===== src/rtl/cpu_defines.sv =====
// Shared CPU types: pipeline stall vector, addresses and controller state.
package cpu_defines;

  typedef logic [5:0]  Stall_t;
  typedef logic [31:0] Inst_addr_t;
  typedef logic [31:0] Word_t;

  typedef enum logic [1:0] {
    RUN,
    WAIT_BUS,
    FLUSH
  } Ctrl_state_t;

  // Highest requesting stage k freezes stages 0..k and bubbles stage k+1
  localparam Stall_t STALL_NONE     = 6'b000000;
  localparam Stall_t STALL_FROM_IF  = 6'b000011;
  localparam Stall_t STALL_FROM_ID  = 6'b000111;
  localparam Stall_t STALL_FROM_EX  = 6'b001111;
  localparam Stall_t STALL_FROM_MEM = 6'b011111;

endpackage


===== src/rtl/stall_encode.sv =====
// Maps the four stage stall requests to a Stall_t; later stages win.
module stall_encode
  import cpu_defines::*;
(
  input  logic   req_if_i,
  input  logic   req_id_i,
  input  logic   req_ex_i,
  input  logic   req_mem_i,
  output Stall_t stall_o
);

  always_comb begin
    stall_o = STALL_NONE;
    priority case (1'b1)
      req_mem_i: stall_o = STALL_FROM_MEM;
      req_ex_i:  stall_o = STALL_FROM_EX;
      req_id_i:  stall_o = STALL_FROM_ID;
      req_if_i:  stall_o = STALL_FROM_IF;
      default:   stall_o = STALL_NONE;
    endcase
  end

endmodule


===== src/rtl/pipe_ctrl.sv =====
// Pipeline controller: stall encoding, exception/ERET flush sequencing,
// stall/flush performance counters and a sticky stall watchdog.
module pipe_ctrl
  import cpu_defines::*;
#(
  parameter Word_t       EXCP_VECTOR   = 32'hBFC0_0380,
  parameter int unsigned STALL_TIMEOUT = 1024,
  parameter int unsigned TIMEOUT_W     = 16
) (
  input  logic        clk,
  input  logic        rst,
  input  logic        stallreq_if,
  input  logic        stallreq_id,
  input  logic        stallreq_ex,
  input  logic        stallreq_mem,
  input  logic        if_bus_busy,
  input  logic        excp_valid,
  input  logic        excp_is_eret,
  input  Word_t       cp0_epc,
  output Stall_t      stall,
  output logic        flush,
  output Inst_addr_t  flush_pc,
  output logic [31:0] stall_cycles,
  output logic [15:0] flush_count,
  output logic        stall_timeout
);

  localparam logic [TIMEOUT_W-1:0] WD_MAX =
    TIMEOUT_W'(STALL_TIMEOUT);

  Ctrl_state_t          state_q, state_d;
  Inst_addr_t           tgt_q, tgt_d;
  Inst_addr_t           pc_q, pc_d;
  logic [31:0]          sc_q, sc_d;
  logic [15:0]          fc_q, fc_d;
  logic [TIMEOUT_W-1:0] wd_q, wd_d;
  logic                 to_q, to_d;
  Stall_t               req_stall;

  stall_encode u_enc (
    .req_if_i  (stallreq_if),
    .req_id_i  (stallreq_id),
    .req_ex_i  (stallreq_ex),
    .req_mem_i (stallreq_mem),
    .stall_o   (req_stall)
  );

  always_comb begin
    state_d = state_q;
    tgt_d   = tgt_q;
    pc_d    = pc_q;
    stall   = STALL_NONE;
    flush   = 1'b0;
    unique case (state_q)
      RUN: begin
        if (excp_valid) begin
          stall = STALL_FROM_MEM;
          tgt_d = excp_is_eret ? cp0_epc : EXCP_VECTOR;
          if (if_bus_busy) begin
            state_d = WAIT_BUS;
          end else begin
            state_d = FLUSH;
            pc_d    = tgt_d;
          end
        end else begin
          stall = req_stall;
        end
      end
      WAIT_BUS: begin
        // Hold the pipe until the outstanding fetch retires
        stall = STALL_FROM_MEM;
        if (!if_bus_busy) begin
          state_d = FLUSH;
          pc_d    = tgt_q;
        end
      end
      FLUSH: begin
        flush   = 1'b1;
        state_d = RUN;
      end
      default: state_d = RUN;
    endcase
  end

  always_comb begin
    sc_d = sc_q;
    fc_d = fc_q;
    wd_d = '0;
    if (stall != STALL_NONE) begin
      sc_d = sc_q + 32'd1;
      wd_d = (wd_q == WD_MAX) ? wd_q : wd_q + 1'b1;
    end
    if (state_q == FLUSH) begin
      fc_d = fc_q + 16'd1;
    end
    to_d = to_q | (wd_q == WD_MAX);
  end

  always_ff @(posedge clk or posedge rst) begin
    if (rst) begin
      state_q <= RUN;
      tgt_q   <= '0;
      pc_q    <= '0;
      sc_q    <= '0;
      fc_q    <= '0;
      wd_q    <= '0;
      to_q    <= 1'b0;
    end else begin
      state_q <= state_d;
      tgt_q   <= tgt_d;
      pc_q    <= pc_d;
      sc_q    <= sc_d;
      fc_q    <= fc_d;
      wd_q    <= wd_d;
      to_q    <= to_d;
    end
  end

  assign flush_pc      = pc_q;
  assign stall_cycles  = sc_q;
  assign flush_count   = fc_q;
  assign stall_timeout = to_q;

endmodule


===== config.mk =====
export PLATFORM = sky130hd
export DESIGN_NAME = pipe_ctrl
export DESIGN_NICKNAME = d
export VERILOG_FILES = /design/src/rtl/cpu_defines.sv /design/src/rtl/stall_encode.sv /design/src/rtl/pipe_ctrl.sv
export SDC_FILE = /design/constraint.sdc
export NUM_CORES = 1
export LEC_CHECK = 0
export CAP_MARGIN = 20
export CORE_MARGIN = 4
export CORE_UTILIZATION = 55
export CTS_CLUSTER_DIAMETER = 40
export DETAILED_ROUTE_END_ITERATION = 8
export HOLD_SLACK_MARGIN = 0.08
export PLACE_DENSITY = 0.95
export SETUP_SLACK_MARGIN = 0.2
export SYNTH_ARGS = -nofsm -noshare
export SYNTH_HDL_FRONTEND = slang
export SYNTH_HIERARCHICAL = 1
export SYNTH_SLANG_ARGS = --single-unit

===== constraint.sdc =====
create_clock -name clk -period 7.15 [get_ports clk]
set_input_delay 0.715 -clock clk [delete_from_list [all_inputs] [get_ports clk]]
set_output_delay 0.715 -clock clk [all_outputs]
set_load 0.1 [all_outputs]

Word level (Yosys, flattened, before mapping)
Index checks and enable logic that the tools add are counted.
{"block": "classes", "add_sub_neg": 3, "eq_ne": 7, "n_mux": 18, "bitwise": 1, "reduce_logical": 6}
{"cell": "32-bit 2-to-1 mux", "n": 4}
{"cell": "32-bit one-hot mux with 2 select lines", "n": 1}
{"cell": "16-bit by 1-bit adder with 16-bit output, second input constant", "n": 2}
{"cell": "32-bit by 1-bit adder with 32-bit output, second input constant", "n": 1}
{"cell": "16-bit 2-to-1 mux", "n": 2}
{"cell": "6-bit 2-to-1 mux", "n": 4}
{"cell": "16-bit by 11-bit == test with 1-bit output, second input constant", "n": 1}
{"cell": "6-bit one-hot mux with 2 select lines", "n": 1}
{"cell": "2-bit 2-to-1 mux", "n": 4}
{"cell": "2-bit != test, second input constant", "n": 4}
{"cell": "6-bit nonzero test", "n": 1}
{"cell": "2-bit one-hot mux with 2 select lines", "n": 1}
{"cell": "2-bit AND reduction", "n": 2}
{"cell": "4-bit AND reduction", "n": 1}
{"cell": "2-bit by 1-bit == test with 1-bit output, second input constant", "n": 1}
{"cell": "2-bit == test, second input constant", "n": 1}
{"cell": "2-bit zero test", "n": 1}
{"cell": "2-bit nonzero test", "n": 1}
{"cell": "1-bit 2-to-1 mux", "n": 1}
{"cell": "1-bit OR", "n": 1}
{"block": "totals", "register_bits": 131}

Longest topological paths before layout
Gate-level depths: netlist of run 1.
{"block": "depth", "word_depth": 8, "ltp_mapped": 8, "depth_no_buf": 7}

By module
The synthesis of run 1 kept the hierarchy.
{"module": "pipe_ctrl", "n_inst": 1, "cells_each": 604, "area_each_um2": 5779.3}
{"module": "stall_encode", "n_inst": 1, "cells_each": 7, "area_each_um2": 46.3}

Worst setup path after synthesis of run 1
OpenSTA, ideal clock, no wires.
{"block": "synth_timing", "path_type": "input port to flip-flop", "startpoint": "input stallreq_mem", "endpoint": "register wd_q[0]", "arrival_ns": 3.075, "required_ns": 7.029, "slack_ns": 3.954, "stages": 7, "path_buffers": 3, "path_cell_list": "or4_1 buf_4 or4_1 o41ai_4 clkbuf_1 buf_2 nor2_1"}
{"block": "synth_between", "elab_chain_len": 5}
{"element": "start: declaration", "line": "pipe_ctrl.sv:15", "rtl": "input logic stallreq_mem,"}
{"element": "6-bit 2-to-1 mux (*)", "line": "stall_encode.sv:14", "rtl": "priority case (1'b1)"}
{"element": "net req_stall[1]", "line": "pipe_ctrl.sv:38", "rtl": "Stall_t req_stall;"}
{"element": "6-bit 2-to-1 mux (*)", "line": "pipe_ctrl.sv:56", "rtl": "if (excp_valid) begin"}
{"element": "6-bit one-hot mux with 2 select lines (*)", "line": "pipe_ctrl.sv:54", "rtl": "unique case (state_q)"}
{"element": "6-bit nonzero test (*)", "line": "pipe_ctrl.sv:89", "rtl": "if (stall != STALL_NONE) begin"}
{"element": "2-bit != test (no line) or 16-bit 2-to-1 mux (tied branches)"}
{"element": "end signal: assignment", "line": "pipe_ctrl.sv:114", "rtl": "wd_q <= wd_d;"}
{"element": "end: declaration", "line": "pipe_ctrl.sv:36", "rtl": "logic [TIMEOUT_W-1:0] wd_q, wd_d;"}
The timed path passes the listed nets; every way through them passes the cells marked *.
A chain may end at the register's enable or synchronous reset.

Worst setup path after layout of run 1
{"block": "layout_timing", "startpoint": "input stallreq_mem", "endpoint": "output stall[1]"}
{"block": "layout_between", "elab_chain_len": 3}
{"element": "6-bit 2-to-1 mux", "line": "stall_encode.sv:14"}
{"element": "6-bit 2-to-1 mux", "line": "pipe_ctrl.sv:56"}
{"element": "6-bit one-hot mux with 2 select lines", "line": "pipe_ctrl.sv:54"}
{"element": "end: declaration", "line": "pipe_ctrl.sv:20", "rtl": "output Stall_t stall,"}
Every way passes these cells.

==> run_results.csv, run 1 <==
group,metric,value,unit
run_status,status,"completed",
worst_setup_path,crit_chain,"clkdlybuf4s50_1 > or4_1 > nor2_1 > nor2_1 > clkdlybuf4s50_1",
synth,seq_area_frac_synth,56.3,%
worst_setup_path,slowest_delay,0.99,ns
min_path,hold_depth,2,
clocking,cts_root_buf,"clkbuf_8",
worst_setup_path,critical-path-slowest-cell,"clkdlybuf4s50_1",
clocking,cts_buffers,17,
placed_design,place.gp.congestion,0.833,
timing,finalClockSkew,0.0118,ns
die,die-height,111,um
synth,yosysTopAreaCellShare,56.3,%
worst_setup_path,r2r_cells,6,
final_layout,drive_above_1_share,6.21,%
global_routing,grt_pass1_vias,5017,
timing,rsz0062_at_grt,"false",
timing,fin_setup_tns,0,ns
clocking,htree_levels,4,
clocking,cts_resized,0,
clocking,cts.sinks,131,
detailed_routing,firstDrtPassIters,5,
die,ios,129,
die,die-area,12300,um2
clocking,clk_pin_slew,0.06,ns
placed_design,post_dp_cell_area,7170,um2
synth,synth_edf_count,0,
worst_setup_path,setup.worst_path.class,"primary input to output pin",
clocking,clk_path_buf_depth,2,
detailed_routing,drt-vias-per-instance,5.60,
die,dieWidth,111,um
detailed_routing,ant_nets,0,
final_layout,instances_no_fill,878,
timing,period_needed,3.79,ns
synth,synth_cell_types,35,
placed_design,place_inst,845,
timing,fmax,0.264,GHz
synth,avgSynthCellArea,9.53,um2
synth,netlist_area,5830,um2
power_and_ir_drop,power_density,375,nW/um2
final_layout,finalNetCount,773,
synth,yosys_warnings,6,
clocking,insertion_delay,0.52,ns
power_and_ir_drop,ir_drop,262,uV
synth,synthCells,611,
timing,finalHoldViolCount,0,
synth,synth_area_leader_cell,"dfrtp_1",
worst_setup_path,cp_data_arrival_time,3.08,ns
run,cap_violations,0,
worst_setup_path,cp-end-kind,"output pin",
detailed_routing,drt-wirelength-per-cell,17.4,um
power_and_ir_drop,p_leak,3.46,nW
synth,synth.most_common_cell,"dfrtp_1",
clocking,cts-hold-fix-buffers,0,
worst_setup_path,cp_top_family,"buffers and inverters",
global_routing,grt-ovfl-total,0,
power_and_ir_drop,p_total,2.95,mW
timing,period_share,53.0,%
timing,slew_viol_final,0,
worst_setup_path,reg2reg_from,"stall_cycles[0]",
synth,synth-async-reset-ratio,100,%
min_path,worstHoldStart,"tgt_q[3]",
placed_design,port-buffer-count,127,
detailed_routing,num_vias,4914,
timing,slew_headroom,26.7,%
die,initial_core_util,56.4,%
global_routing,grt_use_total,24.8,%
synth,ys.flop_type,"dfrtp_1",
global_routing,antenna_found_initial,1,
global_routing,grt_max_degree,70,
worst_setup_path,worstSetupStartpointType,"primary input",
worst_setup_path,critical_path_required,6.43,ns
detailed_routing,drt_iter0_drc,422,
synth,synthTopCellsByArea,"dfrtp_1 (56%), nand2_1 (6.6%), o21ai_0 (5.6%), xnor2_1 (5.1%), nor2_1 (4.8%)",
worst_setup_path,critPathBufInv,2,
timing,finalSetupViolations,0,
worst_setup_path,crit_fanout,5,
synth,synth_seq_cells,131,
min_path,hold_class,"flip-flop to flip-flop",
min_path,worstHoldEndpoint,"tgt_q[3]",
detailed_routing,drc,0,
clocking,postCtsSetupRepairBufs,0,
detailed_routing,drt-total-wl,15200,um
global_routing,grt_pass1_wl,24800,um
die,core,10300,um2
worst_setup_path,r2r_end,"stall_cycles[30]",
clocking,cts_tree,"built",
final_layout,finalInstanceArea,7850,um2
final_layout,area_delta_synth_final,34.8,%
synth,yosys-top-cells-count,"dfrtp_1 (131), nand2_1 (102), nor2_1 (75), o21ai_0 (65), a21oi_1 (35)",
placed_design,hpwl,9700,um
worst_setup_path,reg2reg_slack,4.60,ns
synth,synth_nets,656,
timing,worst_pin_slew,1.10,ns
die,std_cell_rows,37,
final_layout,fill_cells,619,
metrics by stage:
| step | util, % | hold slack [ns] | setup slack, ns |
|---|---|---|---|
| after global placement | 69.4 | 0.461 | 3.46 |
| final | 76.1 | 0.480 | 3.36 |
| after global routing | 76.1 | 0.510 | 3.31 |
| after CTS | 76.1 | 0.483 | 3.37 |
| after floorplan | - | 0.450 | 2.94 |
| after detailed placement | 69.4 | 0.457 | 3.39 |
worst max-delay path by stage:
stage,slack [ns],depth (start not counted),end,from
after CTS,3.37,5,stall[1],stallreq_mem
after detailed placement,3.39,5,stall[1],stallreq_mem
final,3.36,5,stall[1],stallreq_mem
after floorplan,2.94,1,flush_count[0],rst
after global placement,3.46,5,stall[0],stallreq_mem
after global routing,3.31,5,stall[1],stallreq_mem
state kept, by name, indices dropped and copies added, names as in the netlist:
signal,cells
tgt_q,32
state_q,2
wd_q,16
stall_cycles,32
flush_count,16
flush_pc,32
stall_timeout,1
per-layer routing:
metal / up-vias / GRT usage (%) / routed length, um
li1: 2267 / - / -
met2: 181 / 44.8 / 8320
met3: 41 / 5.79 / 714
met4: 0 / 11.0 / 432
met1: 2425 / 27.7 / 5780
met5: - / 0 / 0
cell families after synthesis:
group	after synthesis	synth area share (%)
other	1	0.0644
AOI/OAI and AO/OA	101	9.06
DFF	131	56.3
adders and majority gates	4	0.859
and+or+nand+nor	271	21.5
xor gates and xnor gates	59	8.87
buffers and inverters	42	2.94
muxes	2	0.387
cells in the final DEF, fill, tap and decap left out, types with 4 or more instances in the layout:
| cell | count |
|---|---|
| nand2_1 | 101 |
| xnor2_1 | 34 |
| nor3_1 | 4 |
| inv_1 | 9 |
| bufinv_16 | 6 |
| nand4_1 | 14 |
| o21ai_0 | 65 |
| nor2_1 | 75 |
| or4_1 | 5 |
| nor2b_1 | 14 |
| ha_1 | 4 |
| nand3_1 | 22 |
| and3_1 | 11 |
| dfrtp_1 | 131 |
| clkbuf_16 | 16 |
| clkbuf_8 | 4 |
| nor4_1 | 4 |
| clkinvlp_4 | 5 |
| xor2_1 | 25 |
| clkdlybuf4s50_1 | 127 |
| a21oi_1 | 35 |
power by group:
part	leakage (nW)	switching, mW	total (mW)	internal [mW]
clock network	0.316	0.329	0.994	0.665
registers	1.69	0.114	0.969	0.855
logic	1.45	0.751	0.984	0.233
total	3.46	1.19	2.95	1.75
worst min-delay path: stages (launching register included):
cell and delay (ns):
dfrtp_1 0.34, nand2_1 0.04, o21ai_0 0.06
cell type report:
cell class | count | area [um2] | share of cell area (%)
antenna | 1 | 2.50 | 0.0319
clock buffer | 20 | 455 | 5.80
clock inverter | 12 | 226 | 2.88
inverter | 10 | 40.0 | 0.510
multi-input combinational | 438 | 2390 | 30.4
sequential | 131 | 3280 | 41.7
tap | 136 | 170 | 2.17
timing repair buffer | 130 | 1290 | 16.5
Note: power is estimated with default switching activity, not from simulation.
==> inputs of run 2 (changes only) <==
--- a/config.mk
+++ b/config.mk
@@ -7,11 +7,11 @@
 export LEC_CHECK = 0
 export CAP_MARGIN = 20
 export CORE_MARGIN = 4
-export CORE_UTILIZATION = 55
+export CORE_UTILIZATION = 46
 export CTS_CLUSTER_DIAMETER = 40
 export DETAILED_ROUTE_END_ITERATION = 8
 export HOLD_SLACK_MARGIN = 0.08
-export PLACE_DENSITY = 0.95
+export PLACE_DENSITY = 0.89
 export SETUP_SLACK_MARGIN = 0.2
 export SYNTH_ARGS = -nofsm -noshare
 export SYNTH_HDL_FRONTEND = slang
==> constraint.sdc (replaced) <==
create_clock -name clk -period 3.19 [get_ports clk]
set_input_delay 0.319 -clock clk [delete_from_list [all_inputs] [get_ports clk]]
set_output_delay 0.319 -clock clk [all_outputs]
set_load 0.1 [all_outputs]
==> run 2 against run 1 <==
Sequential power rose by 120%. Sequential share of layout area rose by 0.41 points. Final cell count rose by 4.1%. Clock skew fell by 0.0077 ns. Die area rose by 18%.
==> run_results.csv, run 2 (synthesized netlist as in run 1, its figures left out) <==
group,metric,value,unit
run_status,status,"completed",
placed_design,port-buffer-count,127,
die,std_cell_rows,40,
clocking,postCtsSetupRepairBufs,0,
global_routing,grt_use_total,19.0,%
worst_setup_path,critical_path_required,3.49,ns
timing,worst_pin_slew,1.02,ns
detailed_routing,drt-vias-per-instance,5.01,
final_layout,diodes,0,
min_path,hold_class,"primary input to async pin",
worst_setup_path,crit_chain,"clkdlybuf4s50_1 > or4_1 > or4_1 > nor4_1 > or4_1 > and3b_1 > xor2_1",
die,ios,129,
global_routing,grt-ovfl-total,0,
worst_setup_path,cp_data_arrival_time,2.89,ns
global_routing,antenna_found_initial,0,
global_routing,grt_pass1_vias,4487,
timing,whs,0.316,ns
final_layout,finalNetCount,779,
timing,finalHoldViolCount,0,
clocking,htree_levels,4,
detailed_routing,ant_nets,0,
final_layout,drive_above_1_share,7.37,%
clocking,cts_root_buf,"clkbuf_16",
final_layout,area_delta_synth_final,33.6,%
worst_setup_path,worstSetupStartpointType,"primary input",
detailed_routing,drt-total-wl,13200,um
clocking,cts_tree,"built",
placed_design,post_dp_cell_area,7250,um2
final_layout,final_common_cell,"dfrtp_1",
detailed_routing,drt-wirelength-per-cell,14.4,um
placed_design,place_inst,882,
worst_setup_path,cp-end-kind,"flip-flop",
final_layout,fill_cells,1001,
clocking,cts-hold-fix-buffers,0,
global_routing,grt_max_degree,66,
timing,finalSetupViolations,0,
die,die-area,14500,um2
clocking,insertion_delay,0.42,ns
timing,fmax,0.386,GHz
power_and_ir_drop,p_sw_share,42.6,%
placed_design,place.gp.congestion,0.839,
worst_setup_path,crit_fanout,6,
power_and_ir_drop,p_clk_share,28.1,%
clocking,clk_pin_slew,0.05,ns
power_and_ir_drop,comb_power_share,36.1,%
timing,period_needed,2.59,ns
power_and_ir_drop,ir_drop,386,uV
final_layout,final_cell_mix,"dfrtp_1 (129), clkdlybuf4s50_1 (118), nand2_1 (101), nor2_1 (75), o21ai_0 (65)",
clocking,cts.sinks,131,
die,initial_core_util,47.7,%
clocking,clk_path_buf_depth,2,
die,dieWidth,121,um
power_and_ir_drop,cell_internal_pwr,3.47,mW
global_routing,grt_pass1_wl,21900,um
clocking,cts_resized,0,
run,cap_violations,0,
worst_setup_path,slowest_delay,0.59,ns
detailed_routing,drc,0,
worst_setup_path,cpMostUsedCell,"or4_1",
final_layout,instances_no_fill,914,
placed_design,hpwl,9150,um
detailed_routing,drt_iter0_drc,337,
die,die-height,121,um
detailed_routing,firstDrtPassIters,4,
timing,fin_setup_tns,0,ns
timing,period_share,81.2,%
worst_setup_path,critical-path-slowest-cell,"or4_1",
power_and_ir_drop,power_density,776,nW/um2
final_layout,finalInstanceArea,7780,um2
power_and_ir_drop,p_leak,3.43,nW
power_and_ir_drop,p_sw,2.57,mW
timing,rsz0062_at_grt,"false",
timing,slew_viol_final,0,
clocking,cts_buffers,17,
power_and_ir_drop,seqPwrFrac,35.8,%
detailed_routing,num_vias,4575,
timing,slew_headroom,32.0,%
worst_setup_path,setup.worst_path.class,"primary input to flip-flop",
die,core,12200,um2
power_and_ir_drop,p_total,6.04,mW
timing,finalClockSkew,0.00408,ns
-- run 2: power groups by stage --
stage	registers [mW]	logic [mW]	clock network (mW)
after floorplan	3.32	0.482	0
after global placement	2.17	2.15	0
after detailed placement	2.18	2.18	0
after CTS	2.16	2.19	1.73
after global routing	2.20	2.29	1.81
final	2.16	2.18	1.70
-- run 2: layout make-up --
class	instances	area, um2	area share (%)
flip-flops and latches	131	3280	42.2
multi-input cells	438	2390	30.7
repair buffers	136	1350	17.4
clock buffers	26	479	6.16
well taps	168	210	2.70
inverters	10	41.3	0.531
clock inverters	5	30.0	0.386
-- run 2: path summary, 6_finish.rpt --
| check | slack (ns) | end | start | cells after the start |
|---|---|---|---|---|
| max | 0.60 | stall_cycles[30] | stallreq_mem | 7 |
| min | 0.32 | stall_cycles[6] | rst | 2 |
| min reg2reg | 0.47 | flush_pc[3] | flush_pc[3] | 2 |
| max in group asynchronous | 2.21 | flush_pc[31] | rst | 3 |
| max reg2reg | 0.76 | stall_cycles[30] | stall_cycles[0] | 6 |
| min in group clk | 0.47 | flush_pc[3] | flush_pc[3] | 2 |
-- run 2: through the flow --
step | setup WS, ns | util, %
floorplan | 0.390 | -
global placement | 0.234 | 59.4
detailed placement | 0.190 | 59.4
CTS | 0.632 | 63.6
global route | 0.470 | 63.7
finish | 0.601 | 63.7
-- run 2: critical path: cells and delay by family --
family                 cells  cell delay [ns]
XOR/XNOR                   1             0.13
buffers and inverters      1             0.45
AND/OR/NAND/NOR            5             1.98
-- run 2: metal layers --
layer	track usage (%)	part of all wire, %
met1	24.4	44
met2	31.1	50
met3	4.40	4.0
met4	8.22	2.0
met5	0	0
==> variant, RTL diff (flow settings as in run 2) <==
Reset style: synchronous (`rst`), changed in one clocked block.
--- a/src/rtl/pipe_ctrl.sv
+++ b/src/rtl/pipe_ctrl.sv
@@ -96,7 +96,7 @@
     to_d = to_q | (wd_q == WD_MAX);
   end
 
-  always_ff @(posedge clk or posedge rst) begin
+  always_ff @(posedge clk) begin
     if (rst) begin
       state_q <= RUN;
       tgt_q   <= '0;
Formal check against the unedited RTL: differs if rst is asserted again (counterexample within 4 cycles, from zero or initial values and one cycle with rst high); with rst held inactive, the same outputs for 4 cycles.
==> variant against run 2 <==
  * The flow now finishes with violations (max-slew violations)
  * Clock skew increased by 2.2 ps
  * Wire length up 4.4%
  * Design area is 3.5% lower
  * Non-clock buffer count increased by 5
  * Critical path depth grew 2
  * Area after synthesis decreased by 3.2%
  * Sequential share of layout area shrank 7.2 points
  * Sequential cell count unchanged
  * Critical path type unchanged
  * Core utilization down 1.2 points
  * Worst setup slack improved by 110 ps
Power is not compared: it rests on default switching activity, and its combinational part moved more than twofold at a synthesized area within 25%.
==> variant: results (changes against run 2) <==
first drt pass iteration count=5 (+1); M1 GR Usage=24.3% (-0.030 points); Post-Syn Area per Cell=8.30 um2 (-13%); Hold Slack=330 ps (+13.7 ps); post-DP HPWL=9.28 mm (+1.4%); area post-placement=6970 um2 (-3.9%); routing usage on met2=31.5% (+0.42 points); Clk Latency, worst-skew pair=slightly above 400 ps; most common library cells after synthesis=dfxtp_1, nor2_1, nand2_1, nand3_1, a21oi_1; final worst path period share=77.8% (-3.4 points); R2R cell count=7 (+1); met3 Usage GRT=5.69% (+1.3 points); largest cells by area after synthesis=dfxtp_1, nor2_1, xor2_1; RR Endpoint=flush_count[15]$_SDFFE_PP0P_; drt via density=5.43 (+8.6%); Register-to-Register Setup Slack=1040 ps (+280 ps); most used flip-flop cell after synthesis=dfxtp_1; pin count of the biggest net entering global routing=53 (-20%); register area share after synthesis=46.5% (-9.8 points); FFs w/ async S/R, synth=0% (-100 points); Clock transition at path regs=50 ps (about the same); first-pass GRT wire length=22.8 mm (+3.9%); library cells used by synthesis=42 (+20%); crit path DAT=2760 ps (-130 ps); Syn Nets=725 (+11%); total track usage=19.5% (+0.46 points); fraction of layout cells with a size suffix above 1=7.10% (-0.27 points); vias in the first global route=4,809 (+7.2%); Place WS=278 ps (+88.1 ps); Initial DRC Count=363 (+7.7%); Max-slew headroom=-122% (-150 points); clk_skew=6.31 ps (+2.24 ps); reg2reg start=state_q[1]$_SDFFE_PP0P_; outcome=finished, violations left; CP max FO=8 (+2); min-delay worst type=in -> reg; violated checks=max-slew violations; placed cells=918 (+4.1%); # nets final=836 (+7.3%); Slew Viols, Final=1 (+1)
variant: cells by family (layout without fill, tap and decap cells):
| logic type | after synthesis | count (layout) | synth area share [%] |
|---|---|---|---|
| simple gates | 340 | 340 | 28.8 |
| flops | 131 | 131 | 46.5 |
| compound gates | 92 | 92 | 10.7 |
| buf+inv | 55 | 178 | 4.13 |
| xor+xnor | 54 | 54 | 8.38 |
| fa+ha+maj | 4 | 4 | 0.887 |
| mux | 3 | 3 | 0.554 |
| other cells | 1 | 1 | 0.0665 |
variant: final cells by class:
type	count	area, um2
Clock inverter	5	25.0
Tap cell	147	184
Sequential cell	131	2620
Inverter	6	22.5
Clock buffer	26	509
Timing Repair Buffer	141	1350
Multi-Input combinational cell	494	2800
Fill cell	992	4500
variant: worst max-delay path, stage by stage:
cell and delay, ps:
clkdlybuf4s50_1 470, or4_1 610, nor4_1 500, a211oi_1 170, buf_2 210, buf_4 150, nand3_1 100, xor2_1 170
nor2_1 50
variant: worst max-delay path by stage:
stage                                  from                       endpoint  cells after the start
6_report                       stallreq_mem  stall_cycles[14]$_SDFFE_PP0P_                      9
3_5_place_dp                   stallreq_mem  stall_cycles[14]$_SDFFE_PP0P_                      8
5_1_grt                        stallreq_mem  stall_cycles[14]$_SDFFE_PP0P_                      9
4_1_cts                        stallreq_mem  stall_cycles[22]$_SDFFE_PP0P_                      8
2_1_floorplan  stall_cycles[0]$_SDFFE_PP0P_  stall_cycles[26]$_SDFFE_PP0P_                      7
3_3_place_gp                   stallreq_mem  stall_cycles[16]$_SDFFE_PP0P_                      8
variant: metal layers:
layer	part of all wire, %	routed length, um
met1	43	5960
met2	49	6690
met3	6.6	912
met4	1.6	216
met5	0	0
